**src/rtl/hazard_stall_unit.sv**
```systemverilog
// hazard_stall_unit: RR-stage interlock and LM/SM micro-op sequencer.
// Detects load-use hazards that forwarding cannot cover (stall + bubble for one
// cycle) and expands LM/SM into one micro-op per set mask bit, holding the
// upstream registers until the last micro-op issues. All stall/bubble/micro-op
// outputs are Mealy (combinational from state and inputs) and forced to 0
// while rst_n is low.
module hazard_stall_unit #(
    parameter int CNT_W = 16
) (
    input  logic             clk,
    input  logic             rst_n,
    input  logic [5:0]       id_rr_op,
    input  logic [2:0]       id_rr_regA,
    input  logic [2:0]       id_rr_regB,
    input  logic [7:0]       id_rr_imm,
    input  logic [5:0]       rr_ex_op,
    input  logic [2:0]       rr_ex_regA,
    input  logic             flush,
    output logic             pc_stall,
    output logic             if_id_stall,
    output logic             id_rr_stall,
    output logic             rr_ex_bubble,
    output logic             lmsm_valid,
    output logic [2:0]       lmsm_reg,
    output logic [2:0]       lmsm_offset,
    output logic             lmsm_first,
    output logic             lmsm_last,
    output logic [CNT_W-1:0] stall_cnt
);

    localparam logic [3:0] OPC_ADD = 4'b0000;  // ADD/ADC/ADZ
    localparam logic [3:0] OPC_ADI = 4'b0001;
    localparam logic [3:0] OPC_NDU = 4'b0010;  // NDU/NDC/NDZ
    localparam logic [3:0] OPC_LW  = 4'b0100;
    localparam logic [3:0] OPC_SW  = 4'b0101;
    localparam logic [3:0] OPC_LM  = 4'b0110;
    localparam logic [3:0] OPC_SM  = 4'b0111;
    localparam logic [3:0] OPC_JLR = 4'b1001;
    localparam logic [3:0] OPC_BEQ = 4'b1100;
    localparam logic [5:0] OP_ADZ  = 6'b000001;
    localparam logic [5:0] OP_NDZ  = 6'b001001;

    typedef enum logic {IDLE, SEQ} state_t;

    state_t           state, state_nxt;
    logic [7:0]       mask_q, mask_nxt;
    logic [2:0]       off_q, off_nxt;
    logic [CNT_W-1:0] cnt_q;

    logic       reads_a, reads_b, rr_is_lmsm, lu;
    logic       stall_c, bubble_c, valid_c, first_c, last_c;
    logic [2:0] reg_c, off_c;

    // Index of the lowest set bit (0 for an empty mask; callers guard that case).
    function automatic logic [2:0] low_idx(input logic [7:0] m);
        logic [2:0] idx;
        idx = 3'd0;
        for (int i = 7; i >= 0; i--) begin
            if (m[i]) idx = 3'(i);
        end
        return idx;
    endfunction

    // True when at least two bits are set in the mask.
    function automatic logic multi_bit(input logic [7:0] m);
        return |(m & (m - 8'd1));
    endfunction

    // Decode which source fields the RR instruction actually reads.
    always_comb begin
        reads_a = 1'b0;
        reads_b = 1'b0;
        case (id_rr_op[5:2])
            OPC_ADD, OPC_NDU: begin reads_a = 1'b1; reads_b = 1'b1; end
            OPC_ADI, OPC_LM, OPC_SM: reads_a = 1'b1;
            OPC_SW, OPC_BEQ: begin reads_a = 1'b1; reads_b = 1'b1; end
            OPC_LW, OPC_JLR: reads_b = 1'b1;
            default: ;
        endcase
    end

    assign rr_is_lmsm = (id_rr_op[5:2] == OPC_LM) || (id_rr_op[5:2] == OPC_SM);

    // ADZ/NDZ consume the load's zero flag, so they interlock on any LW in EX.
    assign lu = (rr_ex_op[5:2] == OPC_LW) &&
                ((reads_a && (rr_ex_regA == id_rr_regA)) ||
                 (reads_b && (rr_ex_regA == id_rr_regB)) ||
                 (id_rr_op == OP_ADZ) || (id_rr_op == OP_NDZ));

    // Next-state and Mealy outputs; priority flush > load-use > LM/SM sequencing.
    always_comb begin
        state_nxt = state;
        mask_nxt  = mask_q;
        off_nxt   = off_q;
        stall_c   = 1'b0;
        bubble_c  = 1'b0;
        valid_c   = 1'b0;
        first_c   = 1'b0;
        last_c    = 1'b0;
        reg_c     = 3'd0;
        off_c     = 3'd0;
        if (flush) begin
            bubble_c  = 1'b1;
            state_nxt = IDLE;
            mask_nxt  = 8'd0;
            off_nxt   = 3'd0;
        end else if (lu) begin
            stall_c  = 1'b1;
            bubble_c = 1'b1;
        end else begin
            case (state)
                IDLE: begin
                    if (rr_is_lmsm) begin
                        if (id_rr_imm == 8'd0) begin
                            bubble_c = 1'b1;
                        end else begin
                            valid_c = 1'b1;
                            first_c = 1'b1;
                            reg_c   = low_idx(id_rr_imm);
                            if (multi_bit(id_rr_imm)) begin
                                stall_c   = 1'b1;
                                mask_nxt  = id_rr_imm & (id_rr_imm - 8'd1);
                                off_nxt   = 3'd1;
                                state_nxt = SEQ;
                            end else begin
                                last_c = 1'b1;
                            end
                        end
                    end
                end
                SEQ: begin
                    valid_c  = 1'b1;
                    reg_c    = low_idx(mask_q);
                    off_c    = off_q;
                    mask_nxt = mask_q & (mask_q - 8'd1);
                    off_nxt  = off_q + 3'd1;
                    if (multi_bit(mask_q)) begin
                        stall_c = 1'b1;
                    end else begin
                        last_c    = 1'b1;
                        state_nxt = IDLE;
                    end
                end
                default: state_nxt = IDLE;
            endcase
        end
    end

    // Sequencer state and saturating stall-cycle counter.
    always_ff @(posedge clk or negedge rst_n) begin
        if (!rst_n) begin
            state  <= IDLE;
            mask_q <= 8'd0;
            off_q  <= 3'd0;
            cnt_q  <= '0;
        end else begin
            state  <= state_nxt;
            mask_q <= mask_nxt;
            off_q  <= off_nxt;
            if (stall_c && (cnt_q != {CNT_W{1'b1}})) cnt_q <= cnt_q + 1'b1;
        end
    end

    // Reset forces every output low even though the outputs are combinational.
    assign pc_stall     = rst_n & stall_c;
    assign if_id_stall  = rst_n & stall_c;
    assign id_rr_stall  = rst_n & stall_c;
    assign rr_ex_bubble = rst_n & bubble_c;
    assign lmsm_valid   = rst_n & valid_c;
    assign lmsm_first   = rst_n & first_c;
    assign lmsm_last    = rst_n & last_c;
    assign lmsm_reg     = rst_n ? reg_c : 3'd0;
    assign lmsm_offset  = rst_n ? off_c : 3'd0;
    assign stall_cnt    = cnt_q;

endmodule

```
**config.mk**
```make
export PLATFORM = sky130hd
export DESIGN_NAME = hazard_stall_unit
export DESIGN_NICKNAME = d
export VERILOG_FILES = /design/src/rtl/hazard_stall_unit.sv
export SDC_FILE = /design/constraint.sdc
export NUM_CORES = 1
export LEC_CHECK = 0
export CORE_UTILIZATION = 51
export CTS_BUF_LIST = sky130_fd_sc_hd__clkbuf_8 sky130_fd_sc_hd__clkbuf_16
export DETAILED_ROUTE_END_ITERATION = 10
export GPL_ROUTABILITY_DRIVEN = 0
export PLACE_DENSITY_LB_ADDON = 0.15
export SYNTH_ARGS = -nofsm -noshare
export SYNTH_HDL_FRONTEND = slang
export SYNTH_SLANG_ARGS = --single-unit
```
**constraint.sdc**
```tcl
create_clock -name clk -period 4.4 [get_ports clk]
set_clock_uncertainty 0.05 [all_clocks]
set_input_delay 0.88 -clock clk [delete_from_list [all_inputs] [get_ports clk]]
set_output_delay 0.88 -clock clk [all_outputs]
set_load 0.005 [all_outputs]
```
* After elaboration in Yosys (flattened, before gate mapping) *
Index checks and enable logic that the tools add are counted.

word-level totals
  register bits after elaboration = 28
  word-level logic and storage cells = 118
  input bits = 32
  output and inout port bits = 29

cells by class
  reduce and logical (&&, ||, !) cells = 15
  muxes and demuxes = 69
  equality and inequality tests = 18
  bitwise logic cells = 8
  add/sub/neg operators = 4

operators by type and width
  kind                                                                number
  3-bit 2-to-1 mux                                                    30
  8-bit 2-to-1 mux                                                    5
  1-bit 2-to-1 mux                                                    28
  4-bit by 3-bit == test with 1-bit output, second input constant     5
  16-bit by 1-bit adder with 16-bit output, second input constant     1
  8-bit AND                                                           2
  16-bit inequality test, second input constant                       1
  8-bit one-hot mux with 2 select lines                               1
  8-bit OR reduction                                                  2
  8-bit by 1-bit subtractor with 8-bit output, second input constant  2
  3-bit one-hot mux with 2 select lines                               2
  3-bit inequality test, second input constant                        3
  4-bit == test, second input constant                                2
  8-bit zero test                                                     1
  7-bit OR reduction                                                  1
  3-bit == test                                                       2
  6-bit by 1-bit == test with 1-bit output, second input constant     1
  6-bit by 4-bit == test with 1-bit output, second input constant     1
  1-bit one-hot mux with 2 select lines                               3
  6-bit OR reduction                                                  1
  1-bit AND                                                           5
  4-bit by 1-bit == test with 1-bit output, second input constant     1
  4-bit by 2-bit == test with 1-bit output, second input constant     1
  1-bit logical AND                                                   4
  6 further kinds                                                     9

* Depth between registers and ports, before layout *
  depth after elaboration = 14
  depth in mapped cells = 9
  depth with buffers taken out = 7

* Worst setup path before layout *
Ideal clock, no wire load.

  path kind = input -> output
  start = in id_rr_regA[1]
  end = out if_id_stall
  cell stages on the path = 8
  required time = 3.470 ns
  slack = 1.008 ns
  data arrival time = 2.462 ns
  cells stage by stage = xor2_1 a2111oi_2 o21ai_1 a31oi_4 a211oi_4 buf_6 nor3b_1 buf_4

on the way
  longest elaborated chain between the ends = 9

RTL lines
  what               line  RTL
  start, declared    13    input logic [2:0] id_rr_regA,
  3-bit == test      86    ((reads_a && (rr_ex_regA == id_rr_regA)) ||
  1-bit logical AND  86
  1-bit logical OR   86
  1-bit logical OR   87    (reads_b && (rr_ex_regA == id_rr_regB)) ||
  1-bit logical OR   88    (id_rr_op == OP_ADZ) || (id_rr_op == OP_NDZ));
  1-bit logical AND  85    assign lu = (rr_ex_op[5:2] == OPC_LW) &&
  1-bit 2-to-1 mux   107   end else if (lu) begin
  1-bit 2-to-1 mux   102   if (flush) begin
  1-bit AND          n/a
  end, declared      20    output logic if_id_stall,

Every way passes these cells.

* Final worst setup path *
  start = in id_rr_op[4]
  end = out lmsm_reg[1]

on the way
  longest elaborated chain between the ends = 11
  elaborated cells on any way between the ends = 27

RTL lines
  what                                                                line    RTL
  start, declared                                                     12      input logic [5:0] id_rr_op,
  4-bit by 3-bit == test with 1-bit output (tied with other cells)    73, 82
  7-bit OR reduction (no line) or 6-bit OR reduction (tied branches)  n/a
  1-bit 2-to-1 mux                                                    73      case (id_rr_op[5:2])
  1-bit logical AND, on equally long branches                         86, 87
  1-bit logical OR                                                    86
  1-bit logical OR                                                    87
  1-bit logical OR                                                    88
  1-bit logical AND                                                   85
  3-bit 2-to-1 mux *                                                  107
  3-bit 2-to-1 mux *                                                  102
  3-bit 2-to-1 mux *                                                  172     assign lmsm_reg = rst_n ? reg_c : 3'd0;
  end, declared                                                       24      output logic [2:0] lmsm_reg,

Mark *: on every way between the ends. The rest lies on a longest branch, timed or not.

==> metrics <==
Tot Pwr 599 uW; Yosys cell types 50; CTS tree done; drt first-iter violations 191; # DRC 0; power share of the combinational group 27.9%; GRT Util Overall 24.1%; share of post-route cells with drive strength above 1 9.22%; Tmin final 4.22 ns; WP depth 8; synth warn 0; met3 Usage GRT 3.35%; CP most frequent cell clkdlybuf4s50_1; n_diodes 0; RSZ-0062 raised after global routing no; Yosys top cell by area dfrtp_1; Synth Cell Area 1990 sq um; GRT met1 Usage 30.7%; CP Capture Type output port; status complete, no violations; TritonCTS buffer count 3; EDFF count, synth 0; Max Clock Freq 0.237 GHz; hold crit path type reg2reg; Die ar. 4160 sq um; Layout area overhead 33.8%; Final TNS setup 0 ns; CTS sink cnt 27; CP startpoint id_rr_op[4]; reg2reg end stall_cnt[15]$_DFFE_PN0P_; Die H 64.5 microns; R2R cell count 8; CP Buf/Inv Count 2; peak per-stage delay on the critical path 0.54 ns; crit path DAT 3.29 ns; Synth Area per Inst 8.41 sq um; clock slew at reported path FFs 0.09 ns; Top Ports 61; Antenna Nets Post-Route 0; Hold-fix buffers, CTS 0; worst rel slew slack 71.1%; Hold Fails Final Rpt 0; Core Region 3720 sq um; Fillers 313; Post CTS Setup Buffer Count 0; Port Buffers 58; top-area cell type share of the netlist area 33.9%; period utilization 95.9%; Leakage 1.06 nW; max-cap check violation count 0; die width 64.5 microns; Seq/Total Area, Yosys 33.9%; Overflow after GRT 0; vias in the first global route 1773; crit path max fanout 6; Setup CP Type in2out; internal power consumption 426 uW; grt peak-use layer met2; Switching Fraction 29.0%; Worst path slowest cell clkdlybuf4s50_1; Routed WL 4.58 mm; fin nets 328; Mapped Nets 271; global-route wire length before repair 7.94 mm; Setup-failing EPs final 0; crit start category primary input; Post-synth top flop dfrtp_1; Final Max Slew Viols 0; worst slew pin tran 0.434 ns; met2 GRT Util 42.4%; cell family with most CP delay buffers and inverters; Worst EP required 3.47 ns; DR vias 1970; root buffer cell clkbuf_8; WL per Instance 13.4 microns; H-tree levels 1; top post-synthesis cells by area dfrtp_1 (34%), xor2_1 (6.2%), a21oi_1 (5.0%); largest net degree at the start of global routing 26; sw power 174 uW; worst path cell trace clkdlybuf4s50_1 -> nor2b_1 -> and3_2 -> nand2_1 -> a2111oi_1 -> a31oi_1 -> nor2_1 -> clkdlybuf4s50_1; Worst Setup EP lmsm_reg[1]; reg-to-reg setup timing slack 1.73 ns; Skew-Pair Late Insertion Delay 0.27 ns; Core Rows 22; drt via density 5.78; post-CTS resize count 0; Sequential Power Share 48.9%; PwrDens 225 nW/um^2; Mapped Cells 237; ys async rst share 100%; power share of the clock group 23.2%; Clock Path Buffers 2; Peak VDD IR 0.000150 V; 1st-pass router iterations 4; Final HPWL DP 3.63 mm; Initial Utilization 53.6%; RR Startpoint state$_DFFE_PN0P_; Seq cells post-synth 27; initial antenna violation count 0
## cell usage after synthesis, types with 3 or more instances
cell type and instances:
a21oi_1 20, nor4_1 5, o21ai_0 9, nor2_1 24, nor3_1 7, nand2_1 26, a31oi_1 3, xor2_1 14
nor4b_1 3, xnor2_1 4, o32ai_1 6, and3_1 6, a211oi_1 4, nor4_2 6, nand3_1 11, dfrtp_1 27
inv_1 12, nand2b_1 3, mux2_2 3, clkbuf_1 6
## state kept, by name, summed over array words and instances (netlist names)
name,flops
state,1
off_q,3
stall_cnt,16
mask_q,7
## cell type report
type,instances,area (sq um),area share (%)
Inverter,12,45.0,1.69
Sequential cell,27,676,25.3
Tap cell,48,60.1,2.25
Clock buffer,3,41.3,1.55
Clock inverter,1,3.75,0.141
Timing Repair Buffer,63,618,23.2
Multi-Input combinational cell,187,1220,45.8
## layer usage
layer,up-vias,share of wire (%)
li1,965,-
met1,933,44
met2,66,51
met3,6,4.0
met4,0,0.92
met5,-,0
## through the flow
step | util [%] | hold WS, ns | setup slack [ns] | instance area [sq um] | std cells
3_5_place_dp | 70.3 | 0.445 | 0.0925 | 2610 | 337
4_1_cts | 71.5 | 0.460 | 0.0808 | 2660 | 341
5_1_grt | 71.8 | 0.465 | 0.0270 | 2670 | 341
2_1_floorplan | - | 0.427 | 1.01 | 1990 | 237
3_3_place_gp | 70.3 | 0.424 | 0.158 | 2610 | 337
6_report | 71.8 | 0.456 | 0.181 | 2670 | 341
## logic make-up after synthesis
group	synth area share, %
XOR/XNOR	7.91
flip-flops	33.9
buffers and inverters	5.21
multiplexers	2.45
adder cells (fa/ha/maj)	1.76
AO/OA/AOI/OAI	18.8
AND/OR/NAND/NOR	30.0
## cells in the final DEF, fill, tap and decap left out, types with 2 or more instances in the layout
cell,n
clkdlybuf4s50_1,58
dfrtp_1,27
nand2_1,26
nor2_1,23
a21oi_1,20
xor2_1,14
inv_1,13
nand3_1,11
o21ai_0,9
nor3_1,7
and3_1,6
nor4_2,6
o32ai_1,6
nor4_1,5
buf_4,5
xnor2_1,4
a211oi_1,4
a31oi_1,3
nand2b_1,3
nor4b_1,3
mux2_2,3
clkbuf_8,3
or2b_1,2
nand3b_1,2
o22a_1,2
nand4b_1,2
ha_1,2
## worst min-delay path by stage
stage                              startpoint                   endpoint  slack [ns]  cells after the start
floorplan           stall_cnt[11]$_DFFE_PN0P_  stall_cnt[11]$_DFFE_PN0P_        0.43                      1
detailed placement  stall_cnt[11]$_DFFE_PN0P_  stall_cnt[11]$_DFFE_PN0P_        0.45                      1
finish              stall_cnt[11]$_DFFE_PN0P_  stall_cnt[11]$_DFFE_PN0P_        0.46                      1
global placement     stall_cnt[9]$_DFFE_PN0P_   stall_cnt[9]$_DFFE_PN0P_        0.42                      1
global route        stall_cnt[11]$_DFFE_PN0P_  stall_cnt[11]$_DFFE_PN0P_        0.46                      1
CTS                  stall_cnt[9]$_DFFE_PN0P_   stall_cnt[9]$_DFFE_PN0P_        0.46                      1
## power groups by stage
stage | logic, mW | clock network [mW] | registers [mW]
2_1_floorplan | 0.0779 | 0 | 0.295
3_3_place_gp | 0.161 | 0 | 0.298
3_5_place_dp | 0.165 | 0 | 0.299
4_1_cts | 0.167 | 0.141 | 0.293
5_1_grt | 0.184 | 0.153 | 0.298
6_report | 0.167 | 0.139 | 0.293
No activity file was read; power rests on OpenSTA's default activity.
